$ cat config.mk
export PLATFORM = sky130hd
export DESIGN_NAME = packet_wrr_arbiter
export DESIGN_NICKNAME = d
export VERILOG_FILES = /design/src/rtl/packet_arb_pkg.sv /design/src/rtl/rr_prio_picker.sv /design/src/rtl/packet_wrr_arbiter.sv
export SDC_FILE = /design/constraint.sdc
export NUM_CORES = 1
export LEC_CHECK = 0
export CAP_MARGIN = 10
export CORE_MARGIN = 2
export CORE_UTILIZATION = 50
export CTS_BUF_LIST = sky130_fd_sc_hd__clkbuf_16
export CTS_CLUSTER_SIZE = 28
export DETAILED_ROUTE_END_ITERATION = 8
export PLACE_DENSITY = 0.82
export REMOVE_ABC_BUFFERS = 1
export SETUP_SLACK_MARGIN = 0.1
export SLEW_MARGIN = 10
export SYNTH_ARGS = -nofsm -noshare
export SYNTH_HDL_FRONTEND = slang
export SYNTH_SLANG_ARGS = --single-unit
$ cat constraint.sdc
create_clock -name clk -period 5.59 [get_ports clk]
set_input_delay 0.8385 -clock clk [delete_from_list [all_inputs] [get_ports clk]]
set_output_delay 0.8385 -clock clk [all_outputs]
set_load 0.005 [all_outputs]
$ cat src/rtl/packet_arb_pkg.sv
// Shared types and small index helpers for the weighted round-robin packet arbiter.
package packet_arb_pkg;

    typedef enum logic {
        ARB_IDLE,
        ARB_LOCKED
    } arb_state_t;

    // Increment a channel index, wrapping at n (valid for any n, not only powers of two).
    function automatic int wrap_inc(input int idx, input int n);
        return (idx >= n - 1) ? 0 : idx + 1;
    endfunction

    // A programmed weight of zero still allows one packet per turn.
    function automatic int eff_weight(input int w);
        return (w == 0) ? 1 : w;
    endfunction

endpackage

$ cat src/rtl/rr_prio_picker.sv
// Combinational round-robin picker: first set request at or after ptr, wrapping to 0.
module rr_prio_picker #(
    parameter int N = 8
) (
    input  logic [N-1:0]         req,
    input  logic [$clog2(N)-1:0] ptr,
    output logic [N-1:0]         onehot,
    output logic [$clog2(N)-1:0] idx,
    output logic                 any
);

    localparam int IW = $clog2(N);

    // Lower copy keeps only bits >= ptr, upper copy supplies the wrapped-around candidates.
    always_comb begin
        logic [N-1:0]   lo_mask;
        logic [2*N-1:0] dbl;
        logic           found;
        // NOTE: every output gets a default before the search loop so no path leaves a latch.
        onehot  = '0;
        idx     = '0;
        found   = 1'b0;
        lo_mask = {N{1'b1}} << ptr;
        dbl     = {req, req & lo_mask};
        for (int i = 0; i < 2 * N; i++) begin
            if (!found && dbl[i]) begin
                found = 1'b1;
                idx   = (i >= N) ? IW'(i - N) : IW'(i);
            end
        end
        any         = |req;
        onehot[idx] = any;
    end

endmodule

$ cat src/rtl/packet_wrr_arbiter.sv
// Weighted round-robin packet arbiter: grant locks for a whole packet, each channel
// may send up to its weight in packets per turn, stalled owners are released by timeout.
module packet_wrr_arbiter
    import packet_arb_pkg::*;
#(
    parameter int N             = 8,
    parameter int WEIGHT_W      = 4,
    parameter int STALL_TIMEOUT = 16
) (
    input  logic                  clk,
    input  logic                  rst,
    input  logic [N-1:0]          req,
    input  logic [N-1:0]          req_is_last,
    input  logic [N*WEIGHT_W-1:0] weights,
    input  logic                  ready,
    output logic [N-1:0]          grants,
    output logic [$clog2(N)-1:0]  grant_idx,
    output logic                  grant_valid,
    output logic                  pkt_done,
    output logic                  timeout_err
);

    localparam int IW        = $clog2(N);
    localparam int SW        = (STALL_TIMEOUT > 1) ? $clog2(STALL_TIMEOUT) : 1;
    localparam int STALL_MAX = (STALL_TIMEOUT > 0) ? STALL_TIMEOUT - 1 : 0;

    arb_state_t          state;
    logic [IW-1:0]       ptr;
    logic [IW-1:0]       owner;
    logic [IW-1:0]       last_owner;
    logic [WEIGHT_W-1:0] credit;
    logic [SW-1:0]       stall_cnt;

    logic [N-1:0]        pick_oh;
    logic [IW-1:0]       pick_idx;
    logic                pick_any;
    logic [N-1:0]        owner_oh;
    logic [IW-1:0]       cur_idx;
    logic                cur_valid;
    logic                xfer;
    logic                last_xfer;
    logic [WEIGHT_W-1:0] cur_weight;
    logic [WEIGHT_W-1:0] credit_next;
    logic                turn_over;
    logic                timeout_hit;

    rr_prio_picker #(.N(N)) u_picker (
        .req    (req),
        .ptr    (ptr),
        .onehot (pick_oh),
        .idx    (pick_idx),
        .any    (pick_any)
    );

    // Grant selection: the locked owner wins regardless of req; reset forces grants low.
    always_comb begin
        owner_oh = '0;
        for (int i = 0; i < N; i++) begin
            owner_oh[i] = (owner == IW'(i));
        end
        cur_idx     = (state == ARB_LOCKED) ? owner : pick_idx;
        cur_valid   = rst && ((state == ARB_LOCKED) || pick_any);
        grants      = !rst ? '0 : ((state == ARB_LOCKED) ? owner_oh : pick_oh);
        grant_idx   = cur_valid ? cur_idx : '0;
        grant_valid = |grants;
    end

    // Transfer, credit and timeout decisions for the current cycle.
    always_comb begin
        xfer        = cur_valid && req[cur_idx] && ready;
        last_xfer   = xfer && req_is_last[cur_idx];
        cur_weight  = weights[int'(cur_idx) * WEIGHT_W +: WEIGHT_W];
        credit_next = (cur_idx != last_owner) ? WEIGHT_W'(1) : credit + WEIGHT_W'(1);
        turn_over   = int'(credit_next) >= eff_weight(int'(cur_weight));
        timeout_hit = (STALL_TIMEOUT != 0) && (stall_cnt == SW'(STALL_MAX));
    end

    // Arbiter FSM, credit/stall counters and registered status pulses.
    // NOTE: every register here, including the pulse outputs, is cleared by the async reset.
    always_ff @(posedge clk or negedge rst) begin
        if (!rst) begin
            state       <= ARB_IDLE;
            ptr         <= '0;
            owner       <= '0;
            last_owner  <= '0;
            credit      <= '0;
            stall_cnt   <= '0;
            pkt_done    <= 1'b0;
            timeout_err <= 1'b0;
        end else begin
            // NOTE: non-blocking assignments so every branch sees this cycle's register values.
            pkt_done    <= 1'b0;
            timeout_err <= 1'b0;
            if (last_xfer) begin
                // A last beat always wins over a coincident timeout.
                state      <= ARB_IDLE;
                stall_cnt  <= '0;
                last_owner <= cur_idx;
                pkt_done   <= 1'b1;
                if (turn_over) begin
                    ptr    <= IW'(wrap_inc(int'(cur_idx), N));
                    credit <= '0;
                end else begin
                    ptr    <= cur_idx;
                    credit <= credit_next;
                end
            end else if (state == ARB_IDLE) begin
                if (xfer) begin
                    state     <= ARB_LOCKED;
                    owner     <= cur_idx;
                    stall_cnt <= '0;
                end
            end else if (req[owner]) begin
                stall_cnt <= '0;
            end else if (timeout_hit) begin
                state       <= ARB_IDLE;
                ptr         <= IW'(wrap_inc(int'(owner), N));
                credit      <= '0;
                stall_cnt   <= '0;
                timeout_err <= 1'b1;
            end else if (STALL_TIMEOUT != 0) begin
                stall_cnt <= stall_cnt + SW'(1);
            end
        end
    end

endmodule

# After elaboration in Yosys (flattened, before gate mapping)
# Index checks and enable logic that the tools add are counted.
totals:
  regBits: 20
  output_inout_bits: 14
  wordCells: 151
classes:
  n_addsub: 4
  n_lt_le_gt_ge: 7
  eq_ne: 10
  n_shift: 2
  n_mux: 71
  bitwise: 4
  reduce_logical: 45
op_table:
  columns: ["cell", "count"]
  rows:
  - ["3-bit 2-to-1 mux", 21]
  - ["4-bit 2-to-1 mux", 12]
  - ["32-bit by 6-bit indexed part select with 4-bit output", 1]
  - ["1-bit 2-to-1 mux", 30]
  - ["1-bit logical AND", 20]
  - ["8-bit bitwise AND", 2]
  - ["8-bit 2-to-1 mux", 2]
  - ["8-bit OR reduction", 2]
  - ["1-bit zero test", 15]
  - ["3-bit equality test, second input constant", 4]
  - ["3-bit by 4-bit < comparator with 1-bit output, second input constant", 3]
  - ["1-bit binary-select mux with 3-bit select", 3]
  - ["4-bit by 1-bit adder with 4-bit output, second input constant", 2]
  - ["8-bit by 3-bit << shifter with 8-bit output, first input constant", 1]
  - ["3-bit by 1-bit adder with 3-bit output, second input constant", 2]
  - ["3-bit by 2-bit equality test with 1-bit output, second input constant", 2]
  - ["3-bit greater-or-equal comparator, second input constant", 2]
  - ["3-bit AND reduction", 2]
  - ["4-bit equality test, second input constant", 1]
  - ["4-bit greater-or-equal comparator", 1]
  - ["4-bit zero test", 1]
  - ["2-bit 2-to-1 mux", 2]
  - ["2-bit nonzero test", 2]
  - ["1-bit demux with 3-bit select", 1]
  - ["8 further kinds", 9]

# Logic depth before layout (Yosys ltp)
depth:
  depth_word: 56
  ltp_mapped: 22
  depth_no_buf: 20

# Hierarchy
# A second synthesis with hierarchy kept.
unflattened:
  hier_cells: 299
  area_unflattened_um2: 2551.2
modules_own_cells:
  columns: ["mod", "instances", "cells_each", "area_per_inst_um2", "seq_area_each_um2"]
  rows:
  - ["packet_wrr_arbiter", 1, 240, 2170.8, 500.5]
  - ["rr_prio_picker", 1, 59, 380.4, 0.0]

# Worst setup path after synthesis
# OpenSTA, ideal clock, no wires.
synth_path:
  path_type: "input port to flip-flop"
  from: "in req[1]"
  to: "reg ptr[1]"
  arrival_ns: 4.327
  setup_slack_ns: 1.137
  stages: 18
  path_buffers: 2
  cell_sequence: "or4_4 > or4_1 > nand2_1 > nand2_1 > inv_2 > buf_4 > buf_4 > mux2i_1 > a221o_1 > nand3_1 > nand2_1 > ha_1 > inv_1 > a21boi_0 > o21ai_0 > a21oi_1 > o21ai_0 > a221o_1"
synth_via:
  elab_chain_len: 53
  word_cells_on_any_way: 87
synth_lines:
  columns: ["element", "line_no", "text"]
  rows:
  - ["from (decl)", "packet_wrr_arbiter.sv:12", "input logic [N-1:0] req,"]
  - ["8-bit bitwise AND", "rr_prio_picker.sv:24", "dbl = {req, req & lo_mask};"]
  - ["1-bit logical AND", "rr_prio_picker.sv:26", "if (!found && dbl[i]) begin"]
  - ["1-bit 2-to-1 mux", "rr_prio_picker.sv:26", null]
  - ["1-bit zero test", "rr_prio_picker.sv:26", null]
  - ["1-bit logical AND", "rr_prio_picker.sv:26", null]
  - ["1-bit 2-to-1 mux", "rr_prio_picker.sv:26", null]
  - ["1-bit zero test", "rr_prio_picker.sv:26", null]
  - ["1-bit logical AND", "rr_prio_picker.sv:26", null]
  - ["(+32 left out)", null, null]
  - ["1-bit logical AND", "rr_prio_picker.sv:26", null]
  - ["1-bit 2-to-1 mux", "rr_prio_picker.sv:26", null]
  - ["1-bit zero test", "rr_prio_picker.sv:26", null]
  - ["1-bit logical AND", "rr_prio_picker.sv:26", null]
  - ["3-bit 2-to-1 mux (*)", "rr_prio_picker.sv:26", null]
  - ["3-bit 2-to-1 mux (*)", "packet_wrr_arbiter.sv:61", "cur_idx = (state == ARB_LOCKED) ? owner : pick_idx;"]
  - ["net cur_idx[0]", "packet_wrr_arbiter.sv:38", "logic [IW-1:0] cur_idx;"]
  - ["branches (longest 7 deep; another with 4-bit greater-or-equal comparator)", null, null]
  - ["to (signal assigned)", "packet_wrr_arbiter.sv:101", "ptr <= IW'(wrap_inc(int'(cur_idx), N));"]
  - ["to (signal assigned)", "packet_wrr_arbiter.sv:104", "ptr <= cur_idx;"]
  - ["to (signal assigned)", "packet_wrr_arbiter.sv:117", "ptr <= IW'(wrap_inc(int'(owner), N));"]
  - ["to (decl)", "packet_wrr_arbiter.sv:28", "logic [IW-1:0] ptr;"]
# Mark *: on every way through the listed nets, which the timed path passes. The select of a mux whose other input is x is not followed.
# A chain may end at the register's enable or synchronous reset.

# Worst setup path in the final report
layout_path:
  from: "in req[3]"
  to: "out grant_valid"
layout_via:
  elab_chain_len: 47
  word_cells_on_any_way: 61
layout_lines:
  columns: ["element", "line_no", "text"]
  rows:
  - ["8-bit bitwise AND", "rr_prio_picker.sv:24", null]
  - ["1-bit logical AND", "rr_prio_picker.sv:26", null]
  - ["1-bit 2-to-1 mux", "rr_prio_picker.sv:26", null]
  - ["1-bit zero test", "rr_prio_picker.sv:26", null]
  - ["1-bit logical AND", "rr_prio_picker.sv:26", null]
  - ["1-bit 2-to-1 mux", "rr_prio_picker.sv:26", null]
  - ["1-bit zero test", "rr_prio_picker.sv:26", null]
  - ["1-bit logical AND", "rr_prio_picker.sv:26", null]
  - ["(+30 left out)", null, null]
  - ["3-bit 2-to-1 mux", "rr_prio_picker.sv:26", null]
  - ["3-bit by 4-bit < comparator with 1-bit output (not written as such) / 3-bit by 1-bit greater-or-equal comparator with 1-bit output (equally long branches)", "rr_prio_picker.sv:32", "onehot[idx] = any;"]
  - ["1-bit logical AND (not written as such)", "rr_prio_picker.sv:32", null]
  - ["1-bit 2-to-1 mux (not written as such)", "rr_prio_picker.sv:32", null]
  - ["1-bit demux with 3-bit select", null, null]
  - ["8-bit bitwise AND (no source line) (*)", null, null]
  - ["8-bit 2-to-1 mux (*) (2 in a row)", "packet_wrr_arbiter.sv:63", "grants = !rst ? '0 : ((state == ARB_LOCKED) ? owner_oh : pick_oh);"]
  - ["8-bit OR reduction (*)", "packet_wrr_arbiter.sv:65", "grant_valid = |grants;"]
  - ["to (decl)", "packet_wrr_arbiter.sv:18", "output logic grant_valid,"]
# Every way passes the cells marked *; elsewhere a longest branch is shown, timed or not.

==> metrics <==
H-tree Lvls 1; Clk Latency, worst-skew pair ~0.26 ns; die span in x approximately 73 µm; register area share after synthesis 0.208; Netlist Area Pre-Place roughly 0.0024 mm²; CTS hold repair buffers 0; dominant cell type by area after synthesis dfrtp_1; # Post-CTS Setup Buffers 0; EDFF count, synth 0; Area Overhead vs Synth 33.4%; switching power 828 µW; 1st-iter DRT viols 275; Syn Area/Cell 7.80 µm²; design area 0.00322 mm²; Max Cap Violations 0; # DRC 0; Starting Density 0.514; final worst path period share 0.934; FMAX 0.192 GHz; register area approximately 500 µm²; Distinct cells, synth between 60 and 70; status complete, no violations; Die Ht 73.4 µm; Port Buffer Count 64; largest net degree at the start of global routing 31; CTS Buf Count 3; post-synthesis cell count 309; PD cells approximately 530 mW/mm²; Routed WL 6960 µm; Fin. Hold Viols 0; RD Place Congestion 1.03; FILL cells 387; vias per cell 6.26; Routed Antenna Nets 0; multi-input logic area ~0.0018 mm²; initial antenna violation count 0; combinational power share 0.710; CORE AREA between 0.004 and 0.005 mm²; Yosys top cell area share 0.208; via count 2673; CTS tree built; WS Path Type in -> out; HPWL after DPL around 5300 µm; clock sink count 20; # IOs 65; clk root buf clkbuf_16; first-pass GRT wire length between 10000 and 15000 µm; final setup vio count 0; Leak 0.00138 µW; Least-Margin Pin Slew a little under 0.7 ns; Layout Utilization 0.686; die area 0.00539 mm²; Clock Power Share 0.115; gr usage total 0.260; post-layout minimum cycle time between 5 and 6 ns; FP Rows 25; Post-DP Area 0.00311 mm²; Sequential Power Share 0.175; Routed WL per cell 16.3 µm; n_diodes 0; CTS resizes 0; FF+latch count, synth 20; drt first pass iters 5; most common flop cell mapped by yosys dfrtp_1; placed instance count 423; clk_skew 0.00481 ns; worst min path class reg -> reg; Crit Path Max Fanout 7; ratio of cells with drive above 1 in the final layout 0.107; VDD IR-drop max 0.307 mV; maximum clock path buffer count 2; unrepaired setup endpoints after global routing false; gr ovfl total 0; clock transition at the registers of the reported paths about 0.06 ns; Synth area leaders dfrtp_1, ha_1, nand2_1, mux2i_1, nand3_1; critical path data required time 4.75 ns; Layout Cells excl Fill 427; setup TNS 0 ns; Yosys Warn Count 0; Slew Viols, Final 0; Critical Path AT 4.38 ns; ys async rst share 1.00; Layout Nets between 400 and 500; Max-Slew Margin vs Limit 0.541; cell-internal power approximately 900 µW; crit path launch type primary input; Sw Share 0.483; critical path capture point type primary output; vias in the first global route 2544
cell usage in the layout (no fill, tap or decap), types with 2 or more instances in the layout:
| master | n |
|---|---|
| nor3_1 | 6 |
| inv_1 | 15 |
| or3_1 | 6 |
| and3_1 | 3 |
| a21oi_1 | 10 |
| o31ai_1 | 2 |
| buf_4 | 11 |
| a31oi_1 | 2 |
| or2_1 | 2 |
| o21ai_0 | 19 |
| ha_1 | 14 |
| mux2i_1 | 10 |
| nor2_1 | 17 |
| nor4_1 | 2 |
| inv_2 | 3 |
| xor2_1 | 4 |
| or4_1 | 2 |
| a31o_2 | 2 |
| nand3_1 | 19 |
| a311oi_1 | 2 |
| dfrtp_1 | 20 |
| nand4_1 | 2 |
| nor2b_1 | 8 |
| a311o_1 | 2 |
| a21boi_0 | 4 |
| clkbuf_16 | 3 |
| a211oi_1 | 10 |
| and2_1 | 8 |
| o211ai_2 | 2 |
| clkdlybuf4s50_1 | 64 |
| xnor2_1 | 2 |
| mux2_2 | 6 |
| nand2_1 | 44 |
| o22ai_1 | 4 |
| a21o_1 | 4 |
| a221o_1 | 5 |
| o211ai_1 | 3 |
flip-flops by register name, indices dropped and copies added, names as in the netlist:
signal,flops
pkt_done,1
credit,4
ptr,3
last_owner,3
stall_cnt,4
timeout_err,1
owner,3
state,1
path summary, 6_finish.rpt:
kind	start	to	slack [ns]	depth (start not counted)
setup / recovery	req[3]	grant_valid	0.37	11
hold / removal	stall_cnt[3]$_DFFE_PN0P_	stall_cnt[3]$_DFFE_PN0P_	0.49	1
setup reg to reg	ptr[1]$_DFFE_PN0P_	ptr[1]$_DFFE_PN0P_	1.21	18
hold reg to reg	stall_cnt[3]$_DFFE_PN0P_	stall_cnt[3]$_DFFE_PN0P_	0.49	1
max in group asynchronous	rst	owner[1]$_DFFE_PN0P_	4.39	2
min in group asynchronous	rst	credit[1]$_DFFE_PN0P_	0.94	2
power by group through the flow:
stage / clock network [µW] / logic [µW] / registers (µW)
after floorplan: 0 / 820 / 261
after global placement: 0 / 1160 / 294
after detailed placement: 0 / 1190 / 298
after CTS: 198 / 1210 / 295
after global routing: 206 / 1330 / 308
final: 198 / 1220 / 300
layer usage:
metal | GRT usage | part of all wire
met5 | 0 | 0
met4 | 0.0970 | 0.022
met3 | 0.0302 | 0.065
met2 | 0.469 | 0.51
met1 | 0.314 | 0.40
Yosys cell counts, types with 4 or more instances:
master    instances
nand2_1          44
dfrtp_1          20
nand3_1          19
o21ai_0          19
nor2_1           17
inv_1            15
ha_1             14
a211oi_1         10
a21oi_1          10
mux2i_1          10
and2_1            8
nor2b_1           8
buf_2             6
mux2_2            6
nor3_1            6
or3_1             6
a221o_1           5
a21boi_0          4
a21o_1            4
clkbuf_1          4
o22ai_1           4
xor2_1            4
per-stage QoR:
| step | power [µW] | hold WS, ns | setup slack [ns] |
|---|---|---|---|
| floorplan | 1080 | 0.445 | 1.15 |
| CTS | 1700 | 0.489 | 0.402 |
| finish | 1720 | 0.490 | 0.370 |
| global placement | 1450 | 0.471 | 0.408 |
| global route | 1850 | 0.521 | 0.174 |
| detailed placement | 1490 | 0.479 | 0.340 |
area by class of cell:
class	instances	area share
inverters	18	0.0210
flip-flops and latches	20	0.156
clock buffers	3	0.0233
repair buffers	75	0.225
multi-input cells	256	0.545
well taps	54	0.0210
clock inverters	1	0.00933
logic make-up after synthesis:
group	after synthesis	synth area share
and+or+nand+nor	129	0.276
AOI/OAI and AO/OA	90	0.278
buffers and inverters	33	0.0654
DFF	20	0.208
muxes	17	0.0789
adders and majority gates	14	0.0727
xor gates and xnor gates	6	0.0218
critical path, cell delays in order:
cell	delay [ns]
clkdlybuf4s50_1	0.52
or4_4	0.56
nor4_1	0.33
o211ai_1	0.20
and3_4	0.25
and3_1	0.19
a32oi_1	0.19
nor2b_1	0.07
or3_1	0.33
or4_1	0.46
clkdlybuf4s50_1	0.46
Power figures use the tool's default switching activity.
